### src/rtl/dual_cam_line_sched.sv
// dual_cam_line_sched: drains two per-camera line FIFOs into one merged pixel stream.
// Optional build macro DUAL_SCHED_TESTPAT_EN turns mode 3 into a column/line test pattern.
`default_nettype none

module dual_cam_line_sched #(
    parameter int H_PIX   = 640,
    parameter int H_BLANK = 16,
    parameter int DW      = 16
) (
    input  logic          pclk_i,
    input  logic          sys_rst_i,
    input  logic          cmos_vsync_i,
    input  logic [1:0]    mode_i,
    input  logic          line0_rdy_i,
    input  logic          line1_rdy_i,
    input  logic          fifo0_empty_i,
    input  logic          fifo1_empty_i,
    input  logic [DW-1:0] fifo0_q_i,
    input  logic [DW-1:0] fifo1_q_i,
    output logic          fifo0_rd_en_o,
    output logic          fifo1_rd_en_o,
    output logic          fifo_flush_o,
    output logic          pixel_vsync_o,
    output logic          pixel_href_o,
    output logic [DW-1:0] pixel_data_o,
    output logic [10:0]   line_cnt_o,
    output logic          underflow_o
);

    localparam logic [10:0] C_PIX_LAST   = 11'(H_PIX - 1);
    localparam logic [10:0] C_BLANK_LAST = 11'(H_BLANK - 1);
    localparam logic [10:0] C_CNT_MAX    = 11'd2047;

    typedef enum logic [2:0] {
        S_IDLE  = 3'd0,
        S_WAIT  = 3'd1,
        S_RD_A  = 3'd2,
        S_RD_B  = 3'd3,
        S_BLANK = 3'd4
    } state_t;

    state_t      state_q, state_d;
    logic [10:0] col_q, col_d;
    logic [10:0] line_cnt_q, line_cnt_d;
    logic        und_q, und_d;
    logic        vs1_q, vs2_q;
    logic [1:0]  mode_q;
    logic        flush_q;
    logic        href_q;
    logic        sel_q;
    logic        gap_q;

    logic        w_rise;
    logic        w_fall;
    logic        w_dual;
    logic        w_need0;
    logic        w_need1;
    logic        w_rd0;
    logic        w_rd1;
    logic        w_rd_phase;
    logic        w_sel_d;
    logic        w_gap_d;
    logic [10:0] w_cnt_inc;

    assign w_rise    = cmos_vsync_i & ~vs1_q;
    assign w_fall    = ~cmos_vsync_i & vs1_q;
    // Mode 3 always drains like side-by-side; only its pixel source may differ.
    assign w_dual    = (mode_q == 2'd0) || (mode_q == 2'd3);
    assign w_cnt_inc = (line_cnt_q == C_CNT_MAX) ? line_cnt_q : line_cnt_q + 11'd1;

    always_comb begin
        state_d    = state_q;
        col_d      = col_q;
        line_cnt_d = line_cnt_q;
        und_d      = und_q;
        w_need0    = 1'b0;
        w_need1    = 1'b0;
        case (state_q)
            S_IDLE: begin
                if (w_fall) begin
                    state_d = S_WAIT;
                end
            end
            S_WAIT: begin
                col_d = 11'd0;
                if (line0_rdy_i && line1_rdy_i) begin
                    state_d = S_RD_A;
                end
            end
            S_RD_A: begin
                w_need1 = 1'b1;
                w_need0 = ~w_dual;
                col_d   = col_q + 11'd1;
                if (col_q == C_PIX_LAST) begin
                    col_d = 11'd0;
                    if (w_dual) begin
                        state_d = S_RD_B;
                    end else begin
                        state_d    = S_BLANK;
                        line_cnt_d = w_cnt_inc;
                    end
                end
            end
            S_RD_B: begin
                w_need0 = 1'b1;
                col_d   = col_q + 11'd1;
                if (col_q == C_PIX_LAST) begin
                    col_d      = 11'd0;
                    state_d    = S_BLANK;
                    line_cnt_d = w_cnt_inc;
                end
            end
            S_BLANK: begin
                col_d = col_q + 11'd1;
                if (col_q == C_BLANK_LAST) begin
                    col_d   = 11'd0;
                    state_d = S_WAIT;
                end
            end
            default: begin
                state_d = S_IDLE;
            end
        endcase

        // Reads are skipped on an empty FIFO, but the column still advances.
        w_rd0 = w_need0 & ~fifo0_empty_i;
        w_rd1 = w_need1 & ~fifo1_empty_i;
        if ((w_need0 && fifo0_empty_i) || (w_need1 && fifo1_empty_i)) begin
            und_d = 1'b1;
        end

        // A new frame start overrides everything, including a coincident line end.
        if (w_rise) begin
            state_d    = S_IDLE;
            col_d      = 11'd0;
            line_cnt_d = 11'd0;
            und_d      = 1'b0;
            w_rd0      = 1'b0;
            w_rd1      = 1'b0;
        end
    end

    assign w_rd_phase = ((state_q == S_RD_A) || (state_q == S_RD_B)) && !w_rise;
    assign w_sel_d    = (state_q == S_RD_A) ? (w_dual ? 1'b1 : (mode_q == 2'd2)) : 1'b0;
    assign w_gap_d    = w_sel_d ? (w_need1 & fifo1_empty_i) : (w_need0 & fifo0_empty_i);

    always_ff @(posedge pclk_i or posedge sys_rst_i) begin
        if (sys_rst_i) begin
            state_q    <= S_IDLE;
            col_q      <= 11'd0;
            line_cnt_q <= 11'd0;
            und_q      <= 1'b0;
            vs1_q      <= 1'b0;
            vs2_q      <= 1'b0;
            mode_q     <= 2'd0;
            flush_q    <= 1'b0;
            href_q     <= 1'b0;
            sel_q      <= 1'b0;
            gap_q      <= 1'b0;
        end else begin
            state_q    <= state_d;
            col_q      <= col_d;
            line_cnt_q <= line_cnt_d;
            und_q      <= und_d;
            vs1_q      <= cmos_vsync_i;
            vs2_q      <= vs1_q;
            flush_q    <= w_rise;
            href_q     <= w_rd_phase;
            sel_q      <= w_sel_d;
            gap_q      <= w_gap_d & w_rd_phase;
            if (w_rise) begin
                mode_q <= mode_i;
            end
        end
    end

`ifdef DUAL_SCHED_TESTPAT_EN
    logic [DW-1:0] tp_q;
    logic          tp_en_q;

    always_ff @(posedge pclk_i or posedge sys_rst_i) begin
        if (sys_rst_i) begin
            tp_q    <= '0;
            tp_en_q <= 1'b0;
        end else begin
            tp_q    <= DW'({col_q, line_cnt_q[4:0]});
            tp_en_q <= (mode_q == 2'd3);
        end
    end

    always_comb begin
        pixel_data_o = '0;
        if (href_q && !gap_q) begin
            if (tp_en_q) begin
                pixel_data_o = tp_q;
            end else begin
                pixel_data_o = sel_q ? fifo1_q_i : fifo0_q_i;
            end
        end
    end
`else
    // FIFO data arrives one cycle after the strobe, so the mux sits after href_q.
    always_comb begin
        pixel_data_o = '0;
        if (href_q && !gap_q) begin
            pixel_data_o = sel_q ? fifo1_q_i : fifo0_q_i;
        end
    end
`endif

    assign fifo0_rd_en_o = w_rd0;
    assign fifo1_rd_en_o = w_rd1;
    assign fifo_flush_o  = flush_q;
    assign pixel_vsync_o = vs2_q;
    assign pixel_href_o  = href_q;
    assign line_cnt_o    = line_cnt_q;
    assign underflow_o   = und_q;

endmodule

`default_nettype wire

### config.mk
export PLATFORM = sky130hd
export DESIGN_NAME = dual_cam_line_sched
export DESIGN_NICKNAME = d
export VERILOG_FILES = /design/src/rtl/dual_cam_line_sched.sv
export SDC_FILE = /design/constraint.sdc
export NUM_CORES = 1
export LEC_CHECK = 0
export BUFFER_PORTS_ARGS = -buffer_cell sky130_fd_sc_hd__buf_2
export CORE_MARGIN = 1.5
export CORE_UTILIZATION = 50
export DETAILED_ROUTE_END_ITERATION = 6
export MAX_ROUTING_LAYER = met4
export PLACE_DENSITY = 0.91
export SYNTH_ARGS = -nofsm -noshare
export SYNTH_HDL_FRONTEND = slang
export SYNTH_SLANG_ARGS = --single-unit
### constraint.sdc
create_clock -name pclk_i -period 3.2 [get_ports pclk_i]
set_clock_uncertainty 0.15 [all_clocks]
set_input_delay 0.64 -clock pclk_i [delete_from_list [all_inputs] [get_ports pclk_i]]
set_output_delay 0.64 -clock pclk_i [all_outputs]
set_load 0.005 [all_outputs]
---- Yosys cells after proc, flatten, opt, wreduce, memory -nomap -nowiden ----
Cells that the tools add are included.
storage, ports and cells
  memory bits (read-only) ................. 0
  logic and storage cells ................. 87
  output and inout bits ................... 33
  memories ................................ 0
  register bits after elaboration ......... 34
  latch bits .............................. 0
  input bits .............................. 41
  RAM bits ................................ 0
cells by class
  eq/ne operators ......................... 15
  mux-type cells .......................... 29
  $mul .................................... 0
  add/sub/neg operators ................... 2
  divide/modulo/power cells ............... 0
  bitwise gates (word level) .............. 12
  magnitude comparators ................... 0
  shift-type cells ........................ 0
  reductions and logical operators ........ 18
operator list
  operator                                         count
  two-way mux 11 bit                               8
  case mux 11 bit (3 select lines)                 1
  two-way mux 16 bit                               2
  adder 11 x 1 -> 11 bit, second input constant    2
  case mux 11 bit (2 select lines)                 1
  two-way mux 3 bit                                7
  inequality test 3 bit, second input constant     6
  case mux 3 bit (5 select lines)                  1
  == test 11 x 10 -> 1 bit, second input constant  1
  == test 11 bit, second input constant            1
  == test 11 x 4 -> 1 bit, second input constant   1
  two-way mux 1 bit                                8
  AND 1 bit                                        7
  == test 3 x 2 -> 1 bit, second input constant    2
  logical AND 1 bit                                5
  NOT 1 bit                                        5
  AND reduction 5 bit                              1
  == test 2 bit, second input constant             2
  AND reduction 4 bit                              1
  nonzero test 4 bit                               1
  == test 3 x 1 -> 1 bit, second input constant    1
  == test 3 bit, second input constant             1
  logical NOT 3 bit                                1
  logical OR 1 bit                                 3
  6 further kinds                                  7

---- Longest topological paths before layout ----
Gate-level depths: netlist of run 1.
  depth after elaboration ................. 8
  depth in mapped cells ................... 8
  gate-level depth less buffers ........... 7

---- Worst setup path after synthesis of run 1 ----
Ideal clock, no wire load.
  kind .................................... reg-to-reg
  start point ............................. register col_q[7]
  end point ............................... register line_cnt_q[2] (netlist: line_cnt_o[2])
  setup time .............................. 125 ps
  cell stages (with the launch flop) ...... 8
  period minus slack after synthesis ...... 2,296 ps
  setup slack ............................. 904 ps
  data arrival time ....................... 2,022 ps
  path buffers ............................ 2
  path through ............................ dfrtp_1 > buf_6 > or3_4 > nor4_4 > o211ai_2 > buf_2 > nor2_1 > mux2_2
between the ends
  cells in the longest elaborated chain, start to end .. 3
  elaborated cells on any way between the ends .. 4
  classes of those cells .................. eq/ne: 3; reduce/logical: 1
RTL lines
  element                                 RTL line  source
  from (decl)                             43        logic [10:0] col_q, col_d;
  from (signal assigned)                  162       col_q <= col_d;
  == test 11 x 10 -> 1 bit *              94, 107
  inequality test 3 bit (no source line)  n/a
  AND reduction 4 bit (no source line) *  n/a
  to (signal assigned)                    163       line_cnt_q <= line_cnt_d;
  to (decl)                               44        logic [10:0] line_cnt_q, line_cnt_d;
Mark *: on every way between the ends. The rest lies on a longest branch, timed or not.
A chain may end at the register's enable or synchronous reset.

---- Worst setup path after layout of run 1 ----
  start point ............................. register col_q[7]
  end point ............................... register line_cnt_q[5] (netlist: line_cnt_o[5])
The elaborated chain is that of the path after synthesis.

==> results.md, run 1 <==
- Final wirelength: about 5.2 mm
- # rows: 23
- Cts bufs inserted: 5
- Largest net degree at the start of global routing: 35
- Vias: a little over 2000
- Syn. warnings: 0
- Clk network pwr share: about a third
- Crit path buf inv count: 0
- Core ar.: 3970 µm²
- Clock Path Buffers: 2
- Synthesized area: roughly 2100 µm²
- CTS HTree Levels: 2
- DR DRC count: 0
- Combinational power share: approximately 32%
- Clock Sinks: 34
- Vias per inst: 5.84
- TritonCTS clock tree: yes
- Ys async rst share: between 90% and 100%
- Hold crit path type: flip-flop to flip-flop
- Die W: 67.3 µm
- Synth Register Bits: 34
- Remaining Overflow, GRT: 0
- Crit path largest cell delay: around 0.56 ns
- Crit path kind: flip-flop to flip-flop
- Mapped Nets: ~280
- Initial antenna violation count: 0
- Clock Pin Slew Worst Setup and Hold Paths: 0.07 ns
- Vias in the first global route: about 1900
- DRT Pass-1 Iters: 4
- Fin Setup TNS: 0 ns
- Post-Route M1 WL: roughly 2.0 mm
- Layout net count: 349
- ANT nets after route: 0
- Worst reg2reg path depth: 5
- Yosys top cell by area: dfrtp_1
- Sw Pwr: around 510 µW
- Startpoint types: flip-flop
- Gate Count Post-Synth: around 230
- Hold Buf Count CTS: 0
- PortBufs: 73
- RSZ-0062 raised after global routing: no
- Met2 WL post-DR: approximately 2.6 mm
- Worst R2R Setup Slack: approximately 0.60 ns
- I/O pins: between 70 and 80
- Mean Syn Cell Area: roughly 8.9 µm²
- Global Route Usage Sum: 23.9%
- Synth cell types: 42
- Cell area power density: 583 nW/µm²
- Reg2Reg Launch Point: col_q[7]
- Initial drt markers: between 70 and 80
- First-pass GRT wire length: approximately 8 mm
- Min-Delay Path Depth: 0
- Slowest stage cell, crit path: or4_1
- Max Freq: 384 MHz
- Synthesis-to-layout area growth: 25.9%
- Clock Latency Late Sink: slightly below 0.3 ns
- Reg2reg end: line_cnt_o[5]
- Synth top area cells: dfrtp_1, mux2i_1, nor2_1
- WP data required: around 3.3 ns
- Gp weighted congestion: 0.961
- Leakage: ~0.0012 µW
- Endpoints failing setup: 0
- Top routing layer in use: met4
- FF/Latch Area: 851 µm²
- Critical-path cell list: or3_4, nor4_4, o211ai_2, or4_1, a21oi_1
- Die height: around 67 µm
- Number of synthesized flops with an enable pin: 0
- Fin. Hold Viols: 0
- Multi-input logic area: ~1100 µm²
- Setup crit end kind: flip-flop
- Count leader, synth: dfrtp_1
- Top cell type's share of synthesized area: between 40% and 50%
- Metal3 WL: about 480 µm
- Final period util: roughly 80%
- P_int: 1000 µW
- Flop pwr share: about 36%
- Final Critical Period: around 2.6 ns
- HP Start: vs1_q
- Sw Share: between 30% and 40%
- Post CTS Setup Buffer Count: 0
- Top FF cell, synth: dfrtp_1
- Register area share after synthesis: roughly 40%
- Hold Path Sink: pixel_vsync_o
- Hpwl dp: 3.78 mm
- Max_cap viols: 0
- Slew headroom: between 40% and 50%
- CP Max Fanout: 16
- Fill cell count: 320
- CP top delay family: simple AND/OR/NAND/NOR gates
- Worst EP arrival: between 2 and 3 ns
- Status: finished clean
- Clock root buffer master: clkbuf_8
- Max VDD drop: approximately 0.00036 V
- Layout cell share with drive strength beyond 1: 29.5%
- Pins Over Slew Limit: 0
- Initial Utilization: 52.0%
- Final Util: about two thirds
- # diodes: 0
- Worst-Margin Slew: around 0.78 ns
- Routed len/inst: around 15 µm
- Die area: roughly 4500 µm²
- Synth top cells by count: dfrtp_1, nor2_1, nand2_1
- Post_cts resized: 0
## worst max path at each step
stage                   from             to  slack, ns  cells after the start
floorplan           col_q[7]  line_cnt_o[2]       0.90                      7
global placement    col_q[7]  line_cnt_o[9]       0.72                      5
detailed placement  col_q[7]  line_cnt_o[5]       0.59                      5
CTS                 col_q[7]  line_cnt_o[5]       0.60                      5
global route        col_q[7]  line_cnt_o[5]       0.47                      5
finish              col_q[7]  line_cnt_o[5]       0.60                      5
## power by group through the flow
| stage | combinational (µW) | sequential, µW | clock, µW |
|---|---|---|---|
| 2_1_floorplan | 359 | 517 | 0 |
| 3_3_place_gp | 477 | 551 | 0 |
| 3_5_place_dp | 485 | 557 | 0 |
| 4_1_cts | 487 | 548 | 486 |
| 5_1_grt | 551 | 559 | 498 |
| 6_report | 486 | 549 | 480 |
## area by class of cell
class,instances,area share [%]
Multi-Input combinational cell,179,43.5
Sequential cell,34,32.7
Timing Repair Buffer,76,14.9
Clock buffer,5,2.65
Clock inverter,3,2.65
Tap cell,50,2.41
Inverter,8,1.15
## placed cells by master (no fill, tap or decap), types with 4 or more instances in the layout
master,netlist,layout
a21oi_1,12,12
a31oi_1,7,7
buf_2,1,73
clkbuf_8,0,5
dfrtp_1,34,34
ha_1,4,4
inv_1,8,8
mux2i_1,17,17
nand2_1,20,20
nand2b_1,4,4
nand3_1,11,11
nand4_1,5,5
nor2_1,31,31
nor3_1,6,6
o21ai_0,10,10
or3_1,6,6
or4_1,6,6
## kinds of logic after synthesis
| group | synth area share (%) |
|---|---|
| AND/OR/NAND/NOR | 25.3 |
| AO/OA/AOI/OAI | 16.4 |
| flip-flops | 41.2 |
| buffers and inverters | 4.06 |
| multiplexers | 9.33 |
| adder cells (fa/ha/maj) | 2.42 |
| XOR/XNOR | 1.27 |
## routing by layer
metal  track usage [%]  vias up
li1                  -      991
met4              13.3        0
met1              24.2      975
met3              4.17       14
met2              43.4       92
met5                 -        -
## stage by stage
| step | setup slack, ns | cell area [µm²] | instances | hold slack [ns] | power [µW] |
|---|---|---|---|---|---|
| finish | 0.597 | 2600 | 355 | 0.242 | 1520 |
| global route | 0.475 | 2600 | 355 | 0.249 | 1610 |
| CTS | 0.599 | 2600 | 355 | 0.243 | 1520 |
| detailed placement | 0.590 | 2460 | 347 | 0.226 | 1040 |
| global placement | 0.719 | 2460 | 347 | 0.212 | 1030 |
| floorplan | 0.904 | 2070 | 233 | 0.204 | 876 |
## sequential cells by signal, summed over array words and instances, names as in the netlist
name	flops
col_q	11
line_cnt_o	11
state_q	3
mode_q	2
fifo_flush_o	1
gap_q	1
pixel_href_o	1
pixel_vsync_o	1
sel_q	1
underflow_o	1
vs1_q	1
Power figures use the tool's default switching activity.
==> run 2, diff against run 1 <==
clock period = 2.54 ns   (was 3.2 ns; I/O delays follow)
==> run 2 against run 1 <==
Against the previous run: sequential power rose by 18%; worst hold slack worse by 0.10 ns; routed wire length down 2.0%; fmax up 10%; sequential cell count stayed put; largest power group is now combinational logic; clock power is 29% higher; critical endpoint is now state_q[0]; non-clock buffer count rose by 5; first-iteration DRC count rose by 5.1%; clock-buffer cell count is 1 higher; global-route usage is 0.48 points lower; critical path depth did not move; critical path type unchanged; cell count rose by 1.4%.
==> results.md, run 2 (same netlist as run 1, synthesis figures left out) <==
- Initial antenna violation count: 0
- Gp weighted congestion: 0.906
- Slew headroom: ~63%
- Hpwl dp: 3.66 mm
- Die area: between 4000 and 5000 µm²
- Cell area power density: between 700 and 800 nW/µm²
- # diodes: 0
- Vias in the first global route: roughly 1700
- Pins Over Slew Limit: 0
- Startpoint types: flip-flop
- # rows: 23
- ANT nets after route: 0
- Clock Pin Slew Worst Setup and Hold Paths: about 0.070 ns
- Max_cap viols: 0
- Cts bufs inserted: 5
- PortBufs: 73
- Layout cell share with drive strength beyond 1: a little under a third
- CP Max Fanout: 7
- Critical-path cell list: or4_1, o311ai_2, o21ai_0, or3_1, a21oi_1
- GR Layer Usage met1: between 20% and 30%
- Max VDD drop: ~0.00053 V
- Fin Setup TNS: 0 ns
- Status: finished clean
- TritonCTS clock tree: yes
- Met2 Use GR: slightly below 40%
- Final period util: between 90% and 100%
- Commonest non-fill, non-tap cell in the layout: buf_2
- Worst reg2reg path depth: 5
- Worst-Margin Slew: 0.551 ns
- Largest net degree at the start of global routing: 35
- Synthesis-to-layout area growth: 28.3%
- Vias: about 2100
- CTS HTree Levels: 2
- Core ar.: approximately 4000 µm²
- Global Route Usage Sum: about a quarter
- Fin. Hold Viols: 0
- Layout net count: around 350
- Final Instance Area: around 2700 µm²
- Setup crit end kind: flip-flop
- Final wirelength: roughly 5.1 mm
- Die W: between 60 and 70 µm
- DR DRC count: 0
- Clock Path Buffers: 2
- Vias per inst: around 5.8
- Endpoints failing setup: 0
- Final Util: between 60% and 70%
- DRT Pass-1 Iters: 4
- Fill cell count: ~300
- Worst R2R Setup Slack: roughly 0.18 ns
- Final Critical Period: between 2 and 2.5 ns
- Slowest stage cell, crit path: or4_1
- Reg2reg end: state_q[0]
- Crit path kind: flip-flop to flip-flop
- RSZ-0062 raised after global routing: no
- Hold crit path type: input port to async pin
- WP data required: 2.60 ns
- Grt peak-use layer: met2
- Leakage: roughly 0.0013 µW
- Max Freq: 424 MHz
- Die height: around 67 µm
- I/O pins: 74
- Met3 usage: ~6.3%
- Clock Latency Late Sink: 0.29 ns
- Remaining Overflow, GRT: 0
- Clock root buffer master: clkbuf_8
- Clock Sinks: 34
- Routed len/inst: around 14 µm
- Initial drt markers: just over 80
- DP Area: approximately 2500 µm²
- Reg2Reg Launch Point: col_q[5]
- Initial Utilization: 52.0%
- Worst EP arrival: 2.41 ns
- Crit path largest cell delay: 0.57 ns
- First-pass GRT wire length: 7.60 mm
- Most frequent cells in the layout: buf_2, dfrtp_1, nor2_1
==> run 2: cell type report <==
class | count | area [µm²] | share of cell area [%]
inverter | 8 | 30.0 | 1.13
timing repair buffer | 81 | 425 | 16.0
sequential | 34 | 851 | 32.1
clock inverter | 2 | 60.1 | 2.27
tap | 50 | 62.6 | 2.36
multi-input combinational | 179 | 1140 | 43.0
clock buffer | 6 | 82.6 | 3.11
==> run 2: repair_timing <==
| action | CTS | global route |
|---|---|---|
| hold buffers | 0 | 0 |
| setup buffers | 0 | 0 |
| setup endpoints to repair | 0 | 1 |
| gates resized for setup | 0 | 1 |
==> run 2: worst max path at each step <==
stage,from,end,depth (start not counted)
2_1_floorplan,col_q[7],line_cnt_o[2],7
3_3_place_gp,col_q[8],line_cnt_o[5],5
3_5_place_dp,col_q[8],line_cnt_o[5],5
6_report,col_q[5],state_q[0],5
4_1_cts,col_q[8],line_cnt_o[5],5
5_1_grt,col_q[5],state_q[0],5
==> run 2: worst max-delay path: cells and delay by family, from the launching register on <==
family,cells,cell delay [ns]
AND/OR/NAND/NOR,2,0.95
AO/OA/AOI/OAI,3,0.73
flip-flops,1,0.45
==> run 2: layer usage <==
layer | routed length, µm | up-vias
met5 | 0 | -
met4 | 91 | 0
met3 | 516 | 8
met2 | 2550 | 101
met1 | 1950 | 971
li1 | - | 1000
==> run 2: power by group <==
group | internal [µW] | leakage (µW) | switching, µW
Sequential | 600 | 0.000457 | 50.0
Clock | 418 | 0.0000714 | 201
Combinational | 297 | 0.000723 | 395
==> run 2: stage by stage <==
| step | hold slack (ns) | power, µW | cells | setup slack (ns) |
|---|---|---|---|---|
| after floorplan | 0.204 | 1100 | 233 | 0.244 |
| after global placement | 0.208 | 1330 | 352 | 0.204 |
| after detailed placement | 0.226 | 1350 | 352 | 0.148 |
| after CTS | 0.148 | 1980 | 360 | 0.129 |
| after global routing | 0.176 | 2080 | 360 | 0.0295 |
| final | 0.140 | 1960 | 360 | 0.183 |
==> run 3, diff against run 2 <==
clock period = 2.7 ns   (was 2.54 ns; I/O delays follow)
==> run 3 against run 2 <==
Against the previous run: combinational power fell by 9.7%; clock power fell by 27%; clock-buffer cell count fell by 1; critical path type unchanged; largest cell class unchanged.
==> results.md, run 3 (same netlist as run 1, synthesis figures left out) <==
- Sw Share: a little over a third
- Synthesis-to-layout area growth: 26.3%
- Die height: ~67 µm
- Reg2reg end: line_cnt_o[5]
- Die W: roughly 67 µm
- Final period util: around 90%
- Cell area power density: 656 nW/µm²
- CTS HTree Levels: 2
- Max VDD drop: roughly 0.00035 V
- Endpoints failing setup: 0
- Largest net degree at the start of global routing: 35
- Final Critical Period: between 2 and 2.5 ns
- Commonest non-fill, non-tap cell in the layout: buf_2
- Cts bufs inserted: 5
- First-pass GRT wire length: 7.58 mm
- Multi-input logic area: approximately 1100 µm²
- Most frequent cells in the layout: buf_2, dfrtp_1, nor2_1
- DRT Pass-1 Iters: 4
- Final cell count without fillers: 360
- Routed len/inst: between 10 and 15 µm
- Clock Latency Late Sink: about 0.29 ns
- Worst-Margin Slew: roughly 0.6 ns
- Final wirelength: between 4 and 5 mm
- Slowest stage cell, crit path: or4_1
- Vias per inst: around 5.7
- Max Freq: between 400 and 500 MHz
- Global Route Usage Sum: a little under a quarter
- Die area: approximately 4500 µm²
- Clock Path Buffers: 2
- Hpwl dp: around 3.8 mm
- Layout net count: approximately 350
- Fin Setup TNS: 0 ns
- Final WS setup: between 0.2 and 0.25 ns
- Vias: 2050
- Fill cell count: about 340
- Setup crit start: col_q[7]
- Leakage: ~0.0012 µW
- Post CTS Setup Buffer Count: 0
- Clk network pwr share: 26.4%
- ANT nets after route: 0
- Inst Count DP: roughly 350
- Crit path largest cell delay: about 0.56 ns
- FF/Latch Area: roughly 850 µm²
- Initial drt markers: between 80 and 90
- Slew headroom: between 50% and 60%
- Worst EP arrival: around 2.5 ns
- Combinational power share: a little over a third
- Vias in the first global route: between 1500 and 2000
- CP Max Fanout: 16
- Worst R2R Setup Slack: 0.24 ns
- # diodes: 0
- Initial Utilization: 52.0%
- Pins Over Slew Limit: 0
- TritonCTS clock tree: yes
- Crit path kind: flip-flop to flip-flop
- DR DRC count: 0
- Worst reg2reg path depth: 5
- P_int: 1110 µW
- Critical-path cell list: or3_4, nor4_4, o211ai_2, or4_1, a21oi_1
- Hold Buf Count CTS: 0
- Startpoint types: flip-flop
- Initial antenna violation count: 0
- Clock root buffer master: clkbuf_8
- Gp weighted congestion: 0.915
- # rows: 23
- I/O pins: 74
- RSZ-0062 raised after global routing: no
- Power Total: 1710 µW
- PortBufs: 73
- Fin. Hold Viols: 0
- Place WS: 0.274 ns
- Reg2Reg Launch Point: col_q[7]
- Setup crit end kind: flip-flop
- Post_cts resized: 0
- Clock Sinks: 34
- Max_cap viols: 0
- Layout cell share with drive strength beyond 1: just over 30%
- Core ar.: 3970 µm²
- Hold crit path type: input port to async pin
- Remaining Overflow, GRT: 0
- Status: finished clean
- WP data required: 2.76 ns
- Clock Pin Slew Worst Setup and Hold Paths: around 0.070 ns
- Sw Pwr: 597 µW
- Final Util: 65.7%
- Flop pwr share: ~37%
==> run 3: per-stage QoR <==
step                      hold slack, ns  area, µm²
after floorplan                    0.204       2070
after global placement             0.211       2500
after detailed placement           0.218       2500
after CTS                          0.202       2610
after global routing               0.222       2610
final                              0.185       2610
==> run 3: worst max-delay path, delay by kind of cell, from the launching register on <==
kind | cells | cell delay (ns)
AO/OA/AOI/OAI | 2 | 0.48
flip-flops | 1 | 0.46
AND/OR/NAND/NOR | 3 | 1.30
==> run 3: layer usage <==
metal | track usage [%] | part of all wire (%) | wire, µm
met5 | - | 0 | 0
met4 | 5.61 | 0.92 | 46
met3 | 6.17 | 9.2 | 456
met2 | 39.5 | 50 | 2490
met1 | 25.9 | 40 | 1990
==> run 3: worst max-delay path by stage <==
| stage | endpoint | slack, ns | cells after the start |
|---|---|---|---|
| final | line_cnt_o[5] | 0.24 | 5 |
| after global routing | line_cnt_o[9] | 0.05 | 5 |
| after CTS | line_cnt_o[5] | 0.27 | 5 |
| after detailed placement | line_cnt_o[5] | 0.27 | 5 |
| after global placement | line_cnt_o[9] | 0.32 | 5 |
| after floorplan | line_cnt_o[2] | 0.40 | 7 |
==> run 3: final cells by class <==
cell class                 count  share of cell area [%]
sequential                    34                    32.6
clock inverter                 3                    1.53
multi-input combinational    179                    43.4
timing repair buffer          81                    16.3
tap                           50                    2.40
clock buffer                   5                    2.64
inverter                       8                    1.15
==> run 3: power groups by stage <==
stage / logic, µW / registers (µW) / clock network [µW]
after floorplan: 426 / 612 / 0
after global placement: 608 / 642 / 0
after detailed placement: 624 / 644 / 0
after CTS: 627 / 634 / 462
after global routing: 697 / 647 / 483
final: 625 / 635 / 452
